[config.mk]
export PLATFORM = sky130hd
export DESIGN_NAME = uart_cmd_sched
export DESIGN_NICKNAME = d
export VERILOG_FILES = /design/src/rtl/u2x_cmd_pkg.sv /design/src/rtl/uart_cmd_sched_cmd_slot.sv /design/src/rtl/uart_cmd_sched.sv
export SDC_FILE = /design/constraint.sdc
export NUM_CORES = 1
export LEC_CHECK = 0
export BUFFER_PORTS_ARGS = -buffer_cell sky130_fd_sc_hd__buf_2
export CAP_MARGIN = 40
export CORE_MARGIN = 8
export CORE_UTILIZATION = 57
export CTS_CLUSTER_DIAMETER = 150
export DETAILED_ROUTE_END_ITERATION = 12
export PLACE_DENSITY = 0.87
export SLEW_MARGIN = 25
export SYNTH_ARGS = -nofsm -noshare
export SYNTH_HDL_FRONTEND = slang
export SYNTH_SLANG_ARGS = --single-unit
export TNS_END_PERCENT = 100
[constraint.sdc]
create_clock -name clk50M -period 10.6 [get_ports clk50M]
set_input_delay 0.53 -clock clk50M [delete_from_list [all_inputs] [get_ports clk50M]]
set_output_delay 0.53 -clock clk50M [all_outputs]
set_load 0.005 [all_outputs]
[src/rtl/u2x_cmd_pkg.sv]
// Shared definitions for the UART command scheduler: mode codes, register
// word map, commit tag, FSM encoding and the latched parameter set layout.
package u2x_cmd_pkg;

   localparam logic [7:0] M_NONE   = 8'h00;
   localparam logic [7:0] M_SINGLE = 8'h10;
   localparam logic [7:0] M_CONT   = 8'h20;
   localparam logic [7:0] M_GATE   = 8'h30;
   localparam logic [7:0] M_SCAN   = 8'h40;
   localparam logic [7:0] M_TRACK  = 8'h50;
   localparam logic [7:0] M_CALIB  = 8'h60;
   localparam logic [7:0] M_TEST   = 8'h70;
   localparam logic [7:0] M_STORE  = 8'h80;

   localparam logic [2:0] A_MODE   = 3'd0;
   localparam logic [2:0] A_DIST   = 3'd1;
   localparam logic [2:0] A_PH_LO  = 3'd2;
   localparam logic [2:0] A_PH_HI  = 3'd3;
   localparam logic [2:0] A_EXP_LO = 3'd4;
   localparam logic [2:0] A_EXP_HI = 3'd5;
   localparam logic [2:0] A_WIDTH  = 3'd6;
   localparam logic [2:0] A_COMMIT = 3'd7;

   localparam logic [7:0] COMMIT_TAG  = 8'hA5;
   localparam int         FRAME_WORDS = 8;

   typedef enum logic [1:0] {
      ST_IDLE = 2'd0,
      ST_REQ  = 2'd1,
      ST_GAP  = 2'd2
   } state_t;

   typedef struct packed {
      logic [7:0]  mode;
      logic [15:0] distance;
      logic [31:0] phase_diff;
      logic [31:0] expose_time;
      logic [15:0] laser_width;
   } cmd_params_t;

   function automatic logic mode_is_legal(input logic [7:0] m);
      case (m)
         M_NONE, M_SINGLE, M_CONT, M_GATE, M_SCAN,
         M_TRACK, M_CALIB, M_TEST, M_STORE: mode_is_legal = 1'b1;
         default:                           mode_is_legal = 1'b0;
      endcase
   endfunction

   // Data word for a given slot of the frame; the commit word carries the
   // sequence number this frame will receive once acknowledged.
   function automatic logic [15:0] word_data(input cmd_params_t p,
                                             input logic [2:0]  idx,
                                             input logic [7:0]  seq);
      logic [7:0] nxt_seq;
      nxt_seq = seq + 8'd1;
      case (idx)
         A_MODE:   word_data = {8'h00, p.mode};
         A_DIST:   word_data = p.distance;
         A_PH_LO:  word_data = p.phase_diff[15:0];
         A_PH_HI:  word_data = p.phase_diff[31:16];
         A_EXP_LO: word_data = p.expose_time[15:0];
         A_EXP_HI: word_data = p.expose_time[31:16];
         A_WIDTH:  word_data = p.laser_width;
         default:  word_data = {nxt_seq, COMMIT_TAG};
      endcase
   endfunction

endpackage

[src/rtl/uart_cmd_sched_cmd_slot.sv]
// Single-entry pending command slot with overwrite accounting.
module cmd_slot
   import u2x_cmd_pkg::*;
(
   input  logic        clk,
   input  logic        rst_n,
   input  logic        i_load,
   input  logic        i_clr,
   input  cmd_params_t i_data,
   output cmd_params_t o_data,
   output logic        o_valid,
   output logic [7:0]  o_drop_cnt
);

   cmd_params_t r_data;
   logic        r_valid;
   logic [7:0]  r_drop;

   // Occupancy and drop count; a load into a full slot that is not being drained in the same cycle loses the older command
   always_ff @(posedge clk or negedge rst_n) begin
      if (!rst_n) begin
         r_valid <= 1'b0;
         r_drop  <= 8'd0;
      end else if (i_load) begin
         r_valid <= 1'b1;
         if (r_valid && !i_clr && (r_drop != 8'hFF))
            r_drop <= r_drop + 8'd1;
      end else if (i_clr) begin
         r_valid <= 1'b0;
      end
   end

   // Parameter storage, qualified by r_valid so it needs no reset
   always_ff @(posedge clk) begin
      if (i_load)
         r_data <= i_data;
   end

   assign o_data     = r_data;
   assign o_valid    = r_valid;
   assign o_drop_cnt = r_drop;

endmodule

[src/rtl/uart_cmd_sched.sv]
// Sequences each accepted UART parameter set into eight register-bank writes
// over req/ack, ending with a commit word; one further command may wait.
module uart_cmd_sched
   import u2x_cmd_pkg::*;
#(
   parameter int TIMEOUT_CYC = 1023,
   parameter int ADDR_W      = 4
) (
   input  logic              clk50M,
   input  logic              rst_n,
   input  logic              cmd_valid,
   input  logic [7:0]        mode,
   input  logic [15:0]       distance,
   input  logic [31:0]       phase_diff,
   input  logic [31:0]       expose_time,
   input  logic [15:0]       laser_width,
   output logic              wr_req,
   output logic [ADDR_W-1:0] wr_addr,
   output logic [15:0]       wr_data,
   input  logic              wr_ack,
   output logic              busy,
   output logic              pending,
   output logic [7:0]        seq_num,
   output logic [7:0]        drop_cnt,
   output logic              bad_mode,
   output logic              timeout_err
);

   localparam int         WAIT_W = $clog2(TIMEOUT_CYC + 1);
   localparam logic [2:0] W_LAST = 3'(FRAME_WORDS - 1);

   state_t            r_state, w_state_nxt;
   logic [2:0]        r_idx, w_idx_nxt;
   logic [WAIT_W-1:0] r_wait, w_wait_nxt;
   logic [7:0]        r_seq;
   logic              r_bad, r_tmo;
   cmd_params_t       r_act;
   cmd_params_t       w_cmd, w_slot_data;
   logic              w_slot_vld;
   logic              w_accept, w_ack, w_tmo, w_commit, w_end;
   logic              w_promote, w_start_new, w_slot_load;

   assign w_cmd       = {mode, distance, phase_diff, expose_time, laser_width};
   assign w_accept    = cmd_valid && mode_is_legal(mode);
   assign w_ack       = (r_state == ST_REQ) && wr_ack;
   assign w_tmo       = (r_state == ST_REQ) && !wr_ack &&
                        (r_wait == WAIT_W'(TIMEOUT_CYC - 1));
   assign w_commit    = w_ack && (r_idx == W_LAST);
   assign w_end       = w_commit || w_tmo;
   assign w_promote   = w_end && w_slot_vld;
   // A new command bypasses the slot when nothing is running afterwards
   assign w_start_new = w_accept && ((r_state == ST_IDLE) || (w_end && !w_slot_vld));
   assign w_slot_load = w_accept && !w_start_new;

   cmd_slot u_slot (
      .clk        (clk50M),
      .rst_n      (rst_n),
      .i_load     (w_slot_load),
      .i_clr      (w_promote),
      .i_data     (w_cmd),
      .o_data     (w_slot_data),
      .o_valid    (w_slot_vld),
      .o_drop_cnt (drop_cnt)
   );

   // Control state, commit counter and status pulses
   always_ff @(posedge clk50M or negedge rst_n) begin
      if (!rst_n) begin
         r_state <= ST_IDLE;
         r_idx   <= 3'd0;
         r_wait  <= '0;
         r_seq   <= 8'd0;
         r_bad   <= 1'b0;
         r_tmo   <= 1'b0;
      end else begin
         r_state <= w_state_nxt;
         r_idx   <= w_idx_nxt;
         r_wait  <= w_wait_nxt;
         r_bad   <= cmd_valid && !mode_is_legal(mode);
         r_tmo   <= w_tmo;
         if (w_commit)
            r_seq <= r_seq + 8'd1;
      end
   end

   // Active frame parameters: refilled from the pending slot on promotion, otherwise straight from the inputs
   always_ff @(posedge clk50M) begin
      if (w_promote)
         r_act <= w_slot_data;
      else if (w_start_new)
         r_act <= w_cmd;
   end

   // Next-state sequencing and bank-side outputs; address/data are held at zero outside REQ
   always_comb begin
      w_state_nxt = r_state;
      w_idx_nxt   = r_idx;
      w_wait_nxt  = r_wait;
      wr_req      = 1'b0;
      busy        = 1'b0;
      wr_addr     = '0;
      wr_data     = 16'h0000;
      case (r_state)
         ST_IDLE: begin
            if (w_start_new) begin
               w_state_nxt = ST_REQ;
               w_idx_nxt   = 3'd0;
               w_wait_nxt  = '0;
            end
         end
         ST_REQ: begin
            wr_req  = 1'b1;
            busy    = 1'b1;
            wr_addr = ADDR_W'(r_idx);
            wr_data = word_data(r_act, r_idx, r_seq);
            if (w_end) begin
               w_idx_nxt   = 3'd0;
               w_wait_nxt  = '0;
               w_state_nxt = (w_promote || w_start_new) ? ST_REQ : ST_IDLE;
            end else if (w_ack) begin
               w_state_nxt = ST_GAP;
               w_idx_nxt   = r_idx + 3'd1;
               w_wait_nxt  = '0;
            end else begin
               w_wait_nxt  = r_wait + WAIT_W'(1);
            end
         end
         ST_GAP: begin
            busy        = 1'b1;
            w_state_nxt = ST_REQ;
            w_wait_nxt  = '0;
         end
         default: w_state_nxt = ST_IDLE;
      endcase
   end

   assign pending     = w_slot_vld;
   assign seq_num     = r_seq;
   assign bad_mode    = r_bad;
   assign timeout_err = r_tmo;

endmodule

Word-level counts from Yosys, hierarchy flattened
Cells that the tools add are included.

word-level totals
  register bits after elaboration = 242
  bits of input ports = 108
  word-level logic and storage cells = 99

operators by class
  $add $sub $neg = 4
  equal/unequal tests = 21
  muxes and demuxes = 23
  reductions and logical operators = 33

operators by type and width
  kind                     count
  $mux W104                2
  $pmux W16 S7             1
  $eq A8 B7 Y1 const B     4
  $mux W10                 3
  $pmux W10 S3             1
  $add A8 B1 Y8 const B    2
  $eq A8 B6 Y1 const B     2
  $mux W16                 1
  $eq A3 B3 Y1 const B     4
  $logic_and A1 B1 Y1      12
  $mux W3                  4
  $add A10 B1 Y10 const B  1
  $eq A10 B10 Y1 const B   1
  $reduce_or A9 Y1         1
  $eq A8 B5 Y1 const B     1
  $eq A8 B8 Y1 const B     1
  $logic_not A8 Y1         1
  $ne A8 B8 Y1 const B     1
  $eq A3 B2 Y1 const B     2
  $mux W1                  6
  $mux W2                  3
  $pmux W2 S3              1
  $pmux W3 S2              1
  $reduce_and A2 Y1        3
  14 further kinds         22

Longest topological paths before layout
Gate-level depths: netlist of the first run.

  word-level depth = 11
  mapped depth = 8
  mapped depth without buffers = 7

Cells and area by module
Synthesis of the first run repeated with hierarchy kept, for this count alone.

second synthesis, totals
  cells, all modules = 635
  area, all modules = 10493.8 µm²

modules (own cells, without submodules)
  module          times used  cells each  area an instance (µm²)
  uart_cmd_sched  1           494         6907.9
  cmd_slot        1           141         3585.9

Least setup slack after synthesis of the first run
No wires, ideal clock.

  path kind = input to register
  start = in mode[1]
  end = reg r_act[0] (netlist name) (enable)
  library setup time = 711 ps
  arrival time = 8420 ps
  data required time = 9889 ps
  slack = 1470 ps
  cell stages on the path = 3
  path buffers = 0
  cell sequence = nor4_1 > nand3_1 > o21ai_0

on the way
  longest elaborated chain between the ends = 6
  elaborated cells on any way between the ends = 14
  classes of those cells = eq/ne (8); mux (1); reduce/logical (5)

RTL lines
  element                                RTL line              text
  from (decl)                            uart_cmd_sched.sv:12  input logic [7:0] mode,
  $eq A8 B5 Y1 (tied with other cells)   u2x_cmd_pkg.sv:42     case (m)
  $reduce_or A9 Y1 *                     u2x_cmd_pkg.sv:42
  $mux W1 *                              u2x_cmd_pkg.sv:42
  $logic_and A1 B1 Y1 *                  uart_cmd_sched.sv:44  assign w_accept = cmd_valid && mode_is_legal(mode);
  $logic_and A1 B1 Y1 *                  uart_cmd_sched.sv:52  assign w_start_new = w_accept && ((r_state == ST_IDLE) || (w_end && !w_slot_vld));
  $reduce_bool A2 Y1 (no source line) *  n/a
  to (signal assigned)                   uart_cmd_sched.sv:89  r_act <= w_slot_data;
  to (signal assigned)                   uart_cmd_sched.sv:91  r_act <= w_cmd;
  to (decl)                              uart_cmd_sched.sv:37  cmd_params_t r_act;

Mark *: on every way between the ends. The rest lies on a longest branch, timed or not.
A chain may end at the register's enable or synchronous reset.

Worst setup path after layout of the first run
  start = reg r_idx[2]
  end = out wr_data[9]

on the way
  longest elaborated chain between the ends = 3
  elaborated cells on any way between the ends = 9
  classes of those cells = eq/ne (6); mux (2); reduce/logical (1)

RTL lines
  element                               RTL line               text
  from (decl)                           uart_cmd_sched.sv:33   logic [2:0] r_idx, w_idx_nxt;
  from (signal assigned)                uart_cmd_sched.sv:77   r_idx <= w_idx_nxt;
  $eq A3 B3 Y1 (tied with other cells)  u2x_cmd_pkg.sv:56      case (idx)
  $pmux W16 S7 *                        u2x_cmd_pkg.sv:56
  $mux W16 *                            uart_cmd_sched.sv:103  case (r_state)
  to (decl)                             uart_cmd_sched.sv:19   output logic [15:0] wr_data,

Marks and branches as above.

==> implementation parameters, run 1 <==
Parameter                              Value

Drt
  WL final ... 23.6 mm
  Residual DRC count ... 0
  Wire length per cell after detailed routing ... approximately 23 µm
  Initial DRC count ... 586
  Average via count per standard cell ... ~6.0
  Count of nets left with antenna violations after detail routing ... 0
  DRT Pass-1 Iters ... 5
  Via count ... between 6,000 and 7,000

Yosys
  Flip-flop and latch count after synthesis ... ~240
  Number of unique standard cell types used by synthesis ... 50
  Count of mapped cells out of synthesis ... 625
  Number of nets in the synthesized netlist ... 747
  Synth area leader ... edfxtp_1
  Sequential-to-total area share from yosys stat ... 69.2%
  Avg Cell Area, Syn ... 16.4 µm²
  Area share of the largest cell type after synthesis ... slightly above 60%
  Largest cells by area after synthesis ... edfxtp_1 61%, dfrtp_1 8.3%, mux2_2 8.0%
  Post-synth top flop ... edfxtp_1
  Post-synth ARST share ... 14.0%
  Post-synth EDFFs ... around 210
  Yosys synthesis warning count ... 0
  Synthesized cell area ... 10,300 µm²

Worst hold path
  Startpoint of the most critical hold path ... distance[3]
  Cell depth of the worst min-delay path ... 1
  Hold Path End ... u_slot.o_data[83]
  Worst hold path class ... in2reg

STA
  Min Tclk post-route ... 3.66 ns
  Slew HR ... between 40% and 50%
  Final cycle utilization of the critical path ... 34.5%
  Worst setup skew after layout ... approximately 0.018 ns
  Number of hold violations in the final report ... 0
  Final-layout setup total negative slack ... 0 ns
  Unrepaired setup endpoints after global routing ... false
  Max Transition Viols Final ... 0
  Worst slack on hold paths ... 0.198 ns
  Highest attainable clock frequency ... ~270 MHz
  Finish-stage setup viols ... 0
  Transition time at the pin with the least slew margin ... 0.822 ns

Clock tree
  CTS H-Tree Depth ... 1
  Clock Root Buffer ... clkbuf_16
  TritonCTS clock tree ... built
  TritonCTS sink count ... 242
  Number of buffers created by CTS ... 25
  Largest buffer count on any clock path ... 3
  Skew-Pair Late Insertion Delay ... 0.52 ns
  CTS clk-pin slew, worst paths ... 0.06 ns

Setup path
  Source of the worst register-to-register timing path ... r_idx[0]
  Required time of the worst setup path ... between 10 and 15 ns
  Largest driver fanout on the critical path ... 18
  Arr. time, crit path ... 3.13 ns
  Critical path startpoint category ... register
  Count of cells along the worst register-to-register path ... 8
  Critical path capture point type ... primary output
  Terminus of the critical flop-to-flop path ... u_slot.o_data[90]
  Register-to-register path setup slack ... between 7 and 8 ns
  Critical path class ... reg2out

Global routing
  Global-route wire length before repair ... 36.1 mm
  Initial antenna violation count ... 0
  Number of global-route vias before repair ... around 6,500
  GR Overflow Total ... 0
  Pin count of the biggest net entering global routing ... 71
  Total track usage ... between 20% and 30%

Finish
  Total inserted antenna cells ... 0
  Share of post-route cells with drive strength above 1 ... between 30% and 40%
  Final standard cell area without fillers ... 12,300 µm²
  Final layout net count ... 908
  Area delta synth->final ... 20.0%

Power
  Worst IR drop on VDD ... 0.147 mV
  Pwr dens ... 198 nW/µm²
  Static Leak ... 4.66 nW

Placed design
  I/O Buffers ... 147
  HPWL Detailed ... between 15 and 20 mm
  Final weighted congestion of routability-driven global placement ... around 0.85
  Area after DPL ... 11,300 µm²

Floorplan
  Count of boundary I/O pins ... 149
  Overall die width ... 150 µm
  Initial standard-cell utilization of the core ... 57.5%
  Die Ht ... 150 µm
  Die footprint ... about 23,000 µm²
  Site row count ... between 40 and 50
  Core Area ... about 18,000 µm²

Flow run
  Max_cap viols ... 0

Outcome
  Status ... complete, no violations
-- per-stage QoR --
stage	setup slack, ns	utilization (%)	cells	power [mW]
6_report	6.94	69.0	1034	2.44
5_1_grt	6.83	69.0	1034	2.52
3_5_place_dp	7.11	63.4	983	1.50
3_3_place_gp	6.70	62.6	975	1.47
4_1_cts	6.94	68.4	1029	2.44
2_1_floorplan	1.47	-	625	1.33
-- cell type report --
cell class,count,area (µm²)
fill,1123,5540
tap,229,287
clock inverter,19,256
timing repair buffer,163,1000
sequential,242,7100
inverter,12,45.0
multi-input combinational,342,2980
clock buffer,27,633
-- cell usage in the layout, fill, tap and decap left out, drive strengths merged, types with 2 or more instances in the layout --
cell | Yosys | layout
a21boi | 3 | 3
buf | 11 | 161
nor2b | 4 | 4
a222oi | 6 | 6
nor2 | 17 | 17
and3 | 6 | 6
inv | 12 | 13
nand4 | 6 | 6
and4 | 3 | 3
edfxtp | 208 | 208
nand3 | 11 | 11
clkbuf | 18 | 28
mux2 | 134 | 134
nand2b | 2 | 2
a22oi | 18 | 18
a21oi | 20 | 20
ha | 14 | 14
o31ai | 7 | 7
o21ai | 13 | 13
nor3 | 2 | 2
a31oi | 8 | 8
bufinv | 0 | 6
xnor2 | 13 | 13
nand2 | 21 | 21
o22ai | 4 | 4
clkinv | 0 | 11
nor4 | 5 | 5
xor2 | 7 | 7
a221oi | 4 | 4
mux2i | 2 | 2
dfrtp | 34 | 34
-- state kept, by name, indices dropped and copies added (netlist names), 2 cells and up --
register and cells:
r_wait 10, u_slot.o_data 104, r_state 2, r_act 104, r_idx 3, seq_num 8
u_slot.o_drop_cnt 8
-- power breakdown --
part	total (mW)	leakage [nW]	internal, mW	switching, mW
combinational	0.407	1.89	0.163	0.244
clock	0.942	0.439	0.580	0.362
sequential	1.09	2.33	1.06	0.0268
total	2.44	4.66	1.80	0.633
-- worst max-delay path: stages (launching register included) --
cell      delay, ns
dfrtp_2        0.57
inv_1          0.20
ha_1           0.54
nor4_2         0.56
buf_4          0.26
a222oi_1       0.08
a21oi_1        0.24
buf_2          0.16
-- worst max path at each step --
stage                     depth (start not counted)  slack, ns                 end  startpoint
final                                             7       6.94          wr_data[9]    r_idx[2]
after global routing                              7       6.83          wr_data[9]    r_idx[2]
after CTS                                         7       6.94          wr_data[9]    r_idx[2]
after detailed placement                          6       7.11  u_slot.o_data[100]     mode[5]
after global placement                            6       6.70         wr_data[10]    r_idx[2]
after floorplan                                   3       1.47            r_act[0]     mode[1]
-- Yosys cell counts (2+ instances only) --
library cell	count
a31oi_1	8
clkbuf_1	18
inv_1	12
nor4_4	2
nand2_1	21
xnor2_1	13
a21boi_0	2
nand2b_1	2
dfrtp_1	34
mux2_1	61
o22ai_1	4
a221oi_1	4
nor3_1	2
nand4_1	5
o31ai_1	7
nor4_1	2
mux2_2	73
ha_1	14
o21ai_0	12
nand3_1	11
and3_1	6
xor2_1	7
nor2b_1	4
a21oi_1	20
mux2i_1	2
edfxtp_1	208
buf_6	7
buf_1	2
nor2_1	17
a222oi_1	6
and4_1	3
a22oi_1	18
-- timing repair --
| action | in CTS | in global routing |
|---|---|---|
| hold buffers | 0 | 1 |
| buffers inserted | 0 | 0 |
| resized for setup | 0 | 0 |
| endpoints found under the hold margin | 0 | 9 |
-- layer usage --
metal  part of all wire [%]  up-vias  track usage, %
met3                    6.6       38            3.10
met2                     51      253            35.1
met5                      0        -               0
li1                       -     2766               -
met4                    2.2        0            6.85
met1                     40     3134            26.7
-- logic make-up after synthesis --
group | Yosys count | share of synthesized area (%)
buffers and inverters | 41 | 2.06
and+or+nand+nor | 80 | 4.29
adders and majority gates | 14 | 1.71
DFF | 242 | 69.2
AOI/OAI and AO/OA | 91 | 6.11
muxes | 136 | 14.9
xor gates and xnor gates | 20 | 1.71
other | 1 | 0.0366
Power figures use the tool's default switching activity.
==> run 2, diff against run 1 <==
clock period = 3.5 ns   (was 10.6 ns; I/O delays follow)
==> implementation parameters, run 2 (same netlist as run 1, synthesis figures left out) <==
Parameter                              Value

Drt
  DRT Pass-1 Iters ... 5 (unchanged)
  Initial DRC count ... 568 (-3.1%)
  Via count ... 6,637 (+7.2%)
  Residual DRC count ... 0 (unchanged)
  WL final ... 25.6 mm (+8.6%)
  Average via count per standard cell ... 5.81 (-3.0%)
  Wire length per cell after detailed routing ... 22.4 µm (-1.7%)
  Count of nets left with antenna violations after detail routing ... 0 (unchanged)

Finish
  Total area of sequential cells ... 7100 µm² (unchanged)
  Share of post-route cells with drive strength above 1 ... 31.1% (-4.7 points)
  Filler Cell Count ... 990 (-12%)
  Total area of multi-input combinational cells ... 2980 µm² (-0.25%)
  Final layout net count ... 1,016 (+12%)
  Leading cell types in the layout, fill and taps excluded ... 208 x edfxtp_1, 147 x buf_2, 106 x dlygate4sd3_1
  Leading cell type in the layout, fill and taps excluded ... edfxtp_1
  Area delta synth->final ... 29.5%

Floorplan
  Site row count ... 49 (unchanged)
  Die Ht ... 150 µm (unchanged)
  Core Area ... 17,800 µm² (unchanged)
  Initial standard-cell utilization of the core ... 57.5% (unchanged)
  Count of boundary I/O pins ... 149 (unchanged)
  Overall die width ... 150 µm (unchanged)
  Die footprint ... 22,500 µm² (unchanged)

Clock tree
  Clock Root Buffer ... clkbuf_16
  Post-CTS Setup Repair Bufs ... 0 (unchanged)
  Number of buffers created by CTS ... 25 (unchanged)
  CTS clk-pin slew, worst paths ... 0.06 ns (about the same)
  CTS H-Tree Depth ... 1 (unchanged)
  Largest buffer count on any clock path ... 3 (unchanged)
  TritonCTS sink count ... 242 (unchanged)
  TritonCTS clock tree ... built
  Skew-Pair Late Insertion Delay ... 0.52 ns (about the same)

Global routing
  GR Overflow Total ... 0 (unchanged)
  Initial antenna violation count ... 1 (+1)
  Global-route wire length before repair ... 39.5 mm (+9.4%)
  Number of global-route vias before repair ... 7,191 (+11%)
  Pin count of the biggest net entering global routing ... 41 (-42%)
  Total track usage ... 22.7% (+2.1 points)

Setup path
  Critical path startpoint category ... register
  Required time of the worst setup path ... 3.32 ns (-6.75 ns)
  Worst path slowest cell ... nor4_2
  Highest cell delay on the worst timing path ... 0.75 ns (+0.18 ns)
  Arr. time, crit path ... 2.98 ns (-0.15 ns)
  Critical path capture point type ... primary output
  CP Cell Sequence ... inv_1 > ha_1 > nor4_2 > buf_4 > a22oi_1 > a21oi_1 > buf_2
  Critical path class ... reg2out
  Largest driver fanout on the critical path ... 13 (-5)

Placed design
  Setup slack at placement ... 0.810 ns (-6.30 ns)
  HPWL Detailed ... 15.9 mm (-0.92%)
  Final weighted congestion of routability-driven global placement ... 0.803 (-5.1%)
  I/O Buffers ... 147 (unchanged)

Flow run
  Max_cap viols ... 0 (unchanged)

Power
  Static Leak ... 5.06 nW (+8.6%)
  Pwr dens ... 550 nW/µm² (+180%)
  Worst IR drop on VDD ... 0.477 mV (+220%)

STA
  Finish-stage setup viols ... 0 (unchanged)
  Slew HR ... 49.6% (+4.4 points)
  Number of hold violations in the final report ... 0 (unchanged)
  Unrepaired setup endpoints after global routing ... false
  Worst setup skew after layout ... 0.00565 ns (-0.0123 ns)
  Final worst-path setup slack ... 0.341 ns (-6.60 ns)
  Transition time at the pin with the least slew margin ... 0.750 ns (-0.0726 ns)
  Min Tclk post-route ... 3.16 ns
  Max Transition Viols Final ... 0 (unchanged)
  Worst slack on hold paths ... 0.00105 ns (-0.197 ns)
  Final-layout setup total negative slack ... 0 ns (unchanged)
  Final cycle utilization of the critical path ... 90.2%
  Highest attainable clock frequency ... 317 MHz

Worst hold path
  Worst hold path class ... in2async

Outcome
  Status ... complete, no violations
==> run 2: changes by cell type in the layout (fill, tap and decap cells not counted), sizes merged <==
cell	delta
clkinv	-5
dlygate4sd3	+105
diode	+1
bufinv	-3
clkbuf	+8
buf	+3
==> run 2: through the flow <==
step,cells,total power [mW],utilization [%],area (µm²)
2_1_floorplan,625,4.02,-,10300
3_5_place_dp,988,4.56,63.7,11400
6_report,1143,7.31,74.5,13300
4_1_cts,1140,7.29,74.3,13300
5_1_grt,1143,7.55,74.5,13300
3_3_place_gp,987,4.51,63.6,11300
==> run 2: routing by layer <==
| metal | up-vias | track usage (%) | part of all wire (%) |
|---|---|---|---|
| met2 | 299 | 39.8 | 52 |
| met1 | 3295 | 27.6 | 38 |
| met4 | 0 | 8.90 | 3.2 |
| met3 | 61 | 3.76 | 7.0 |
| li1 | 2982 | - | - |
| met5 | - | 0 | 0 |
==> run 2: power by group <==
| group | total, mW | switching, mW | internal [mW] |
|---|---|---|---|
| Sequential | 3.28 | 0.0676 | 3.21 |
| Clock | 2.67 | 1.07 | 1.60 |
| Combinational | 1.36 | 0.797 | 0.564 |
| Total | 7.31 | 1.93 | 5.38 |
==> run 2: path summary, 6_finish.rpt <==
check                                      from                    to  slack [ns]  cells past startpoint
setup / recovery                       r_idx[0]           wr_data[10]        0.34                      7
hold / removal                            rst_n  u_slot.o_drop_cnt[7]       0.001                      2
setup reg to reg                     r_state[1]             r_act[59]        0.78                      8
hold reg to reg            u_slot.o_drop_cnt[5]  u_slot.o_drop_cnt[5]        0.51                      1
max in group asynchronous                 rst_n              r_idx[2]        3.12                      3
min in group clk50M                      wr_ack           timeout_err        0.07                      3
==> run 2: final cells by class <==
class	instances	area share [%]
well taps	229	2.16
clock buffers	35	5.22
diodes	1	0.0188
inverters	12	0.339
repair buffers	271	15.4
multi-input cells	342	22.4
flip-flops and latches	242	53.4
clock inverters	11	0.998
==> run 2: what timing repair did <==
action	in CTS	in global routing
hold buffers	106	0
hold endpoints to repair	223	0
resized for setup	0	0
==> run 2: critical path, delay by kind of cell, from the launching register on <==
| family | cells | cell delay, ns |
|---|---|---|
| compound gates | 2 | 0.32 |
| flops | 1 | 0.42 |
| buf+inv | 3 | 0.55 |
| simple gates | 1 | 0.75 |
| fa+ha+maj | 1 | 0.43 |
==> run 3, diff against run 2 <==
CORE_MARGIN = unset   (was 8)
==> implementation parameters, run 3 (same netlist as run 1, synthesis figures left out) <==
Parameter                              Value

Setup path
  Register-to-register path setup slack ... 0.74 ns (-0.04 ns)
  Count of cells along the worst register-to-register path ... 8 (unchanged)
  Required time of the worst setup path ... 3.32 ns (about the same)
  Critical path startpoint category ... register
  Critical path class ... reg2out
  Worst path slowest cell ... buf_4
  Source of the worst register-to-register timing path ... r_state[1]
  CP Cell Sequence ... buf_4 > inv_1 > ha_1 > buf_4 > nor4_2 > buf_4 > a31oi_1 > a31oi_1 > buf_2
  Largest driver fanout on the critical path ... 40 (+27)
  Arr. time, crit path ... 3.01 ns (+0.03 ns)
  Highest cell delay on the worst timing path ... 0.45 ns (-0.30 ns)
  Critical path capture point type ... primary output
  Terminus of the critical flop-to-flop path ... r_act[24]
  Critical path's most frequent cell ... buf_4

Drt
  Wire length per cell after detailed routing ... 22.5 µm (about the same)
  DRT Pass-1 Iters ... 7 (+2)
  Initial DRC count ... 620 (+9.2%)
  WL final ... 25.6 mm (-0.27%)
  Average via count per standard cell ... 6.00 (+3.3%)
  Residual DRC count ... 0 (unchanged)
  Via count ... 6,829 (+2.9%)
  Count of nets left with antenna violations after detail routing ... 0 (unchanged)

Global routing
  M2 GR Usage ... 46.3% (+6.5 points)
  Most Used Layer, Global Route ... met2
  Global-route wire length before repair ... 38.0 mm (-3.9%)
  Total track usage ... 27.6% (+4.9 points)
  Grt met3 use ... 3.91% (+0.16 points)
  Number of global-route vias before repair ... 6,955 (-3.3%)
  Global Route met1 Usage ... 35.1% (+7.5 points)
  GR Overflow Total ... 0 (unchanged)
  Pin count of the biggest net entering global routing ... 88 (+110%)
  Initial antenna violation count ... 2 (+1)

Clock tree
  CTS H-Tree Depth ... 1 (unchanged)
  CTS clk-pin slew, worst paths ... 0.06 ns (about the same)
  Largest buffer count on any clock path ... 3 (unchanged)
  TritonCTS sink count ... 242 (unchanged)
  Skew-Pair Late Insertion Delay ... 0.53 ns (about the same)
  Post-CTS Setup Repair Bufs ... 0 (unchanged)
  Number of buffers created by CTS ... 25 (unchanged)
  Gates resized, CTS repair ... 0 (unchanged)
  Clock Root Buffer ... clkbuf_16
  TritonCTS clock tree ... built

STA
  Max Transition Viols Final ... 0 (unchanged)
  Unrepaired setup endpoints after global routing ... false
  Highest attainable clock frequency ... 314 MHz (-0.79%)
  Final worst-path setup slack ... 0.316 ns (-0.0250 ns)
  Worst setup skew after layout ... 0.0184 ns (+0.0128 ns)
  Number of hold violations in the final report ... 0 (unchanged)
  Min Tclk post-route ... 3.18 ns (+0.0250 ns)
  Final cycle utilization of the critical path ... 91.0% (+0.71 points)
  Transition time at the pin with the least slew margin ... 0.600 ns (-0.150 ns)
  Slew HR ... 59.6% (+10 points)
  Final-layout setup total negative slack ... 0 ns (unchanged)
  Finish-stage setup viols ... 0 (unchanged)

Finish
  Share of post-route cells with drive strength above 1 ... 31.6% (+0.47 points)
  Area delta synth->final ... 29.6% (about the same)
  Leading cell types in the layout, fill and taps excluded ... 208 x edfxtp_1, 147 x buf_2, 106 x dlygate4sd3_1
  Total area of multi-input combinational cells ... 2980 µm² (unchanged)
  Non-filler cells, final ... 1,139 (-0.35%)
  Filler Cell Count ... 969 (-2.1%)
  Total area of sequential cells ... 7100 µm² (unchanged)
  Final layout net count ... 1,016 (unchanged)
  Leading cell type in the layout, fill and taps excluded ... edfxtp_1

Worst hold path
  Worst hold path class ... in2reg
  Cell depth of the worst min-delay path ... 3
  Startpoint of the most critical hold path ... wr_ack
  Hold Path End ... timeout_err

Power
  Comb pwr share ... 18.6% (about the same)
  Clk pwr share ... 37.5% (+1.0 points)
  Fraction of power spent switching nets ... 26.8% (+0.39 points)
  Seq pwr share ... 44.0% (-0.8 points)
  Static Leak ... 5.08 nW (+0.27%)
  Cell-internal power ... 5.46 mW (+1.6%)
  Pwr dens ... 562 nW/µm² (+2.1%)
  Worst IR drop on VDD ... 0.495 mV (+3.7%)
  Switching power summed over all nets ... 2.01 mW (+3.6%)

Placed design
  I/O Buffers ... 147 (unchanged)
  Setup slack at placement ... 0.718 ns (-0.0914 ns)
  Number of instances in the placed design ... 983 (-0.51%)
  HPWL Detailed ... 15.0 mm (-5.9%)
  Final weighted congestion of routability-driven global placement ... 0.818 (+1.9%)

Floorplan
  Core Area ... 17,400 µm² (-2.4%)
  Overall die width ... 136 µm (-9.3%)
  Initial standard-cell utilization of the core ... 58.9% (+1.4 points)
  Site row count ... 48 (-2.0%)
  Die footprint ... 18,500 µm² (-18%)
  Count of boundary I/O pins ... 149 (unchanged)
  Die Ht ... 136 µm (-9.3%)

Flow run
  Max_cap viols ... 0 (unchanged)

Outcome
  Status ... complete, no violations
run 3: final cells by class:
class | count | area share [%]
clock inverter | 19 | 1.74
inverter | 12 | 0.339
sequential | 242 | 53.4
multi-input combinational | 342 | 22.4
antenna | 2 | 0.0376
clock buffer | 26 | 4.73
timing repair buffer | 271 | 15.3
tap | 225 | 2.12
run 3: critical path, delay by kind of cell, from the launching register on:
kind,cells,cell delay (ns)
buffers and inverters,5,1.29
and+or+nand+nor,1,0.14
DFF,1,0.36
AOI/OAI and AO/OA,2,0.41
adders and majority gates,1,0.27
run 3: per-layer routing:
metal	routed length, µm	vias to the layer above	part of all wire [%]
met4	1230	0	4.8
met5	0	-	0
li1	-	2990	-
met3	1800	83	7.0
met2	12900	380	50
met1	9670	3376	38
run 3: power groups by stage:
stage               clock, mW  combinational, mW  sequential [mW]
CTS                      2.82               1.32             3.28
global placement            0               1.14             3.33
global route             2.94               1.48             3.29
finish                   2.80               1.39             3.28
detailed placement          0               1.20             3.34
floorplan                   0              0.697             3.32
run 3: what timing repair did:
action                                 in CTS  in global routing
endpoints found under the hold margin     231                  0
hold buffers                              106                  0
setup endpoints to repair                   0                  0
run 3: how the worst max path moves through the flow:
stage / startpoint / end / slack (ns) / cells after the start
after detailed placement: r_state[1] / r_act[36] / 0.72 / 7
after global placement: r_state[1] / r_act[68] / 0.88 / 7
after CTS: r_idx[2] / wr_data[5] / 0.37 / 9
final: r_idx[2] / wr_data[5] / 0.32 / 9
after global routing: r_idx[2] / wr_data[5] / 0.14 / 9
after floorplan: r_idx[0] / u_slot.o_data[0] / 0.13 / 7
run 3: stage by stage:
stage,util (%),total power [mW],hold WS (ns),cell area [µm²]
after floorplan,-,4.02,-0.121,10300
final,76.3,7.47,0.0775,13300
after detailed placement,64.9,4.54,0.295,11300
after CTS,76.0,7.41,0.0581,13200
after global routing,76.3,7.71,0.0715,13300
after global placement,64.8,4.47,0.267,11300
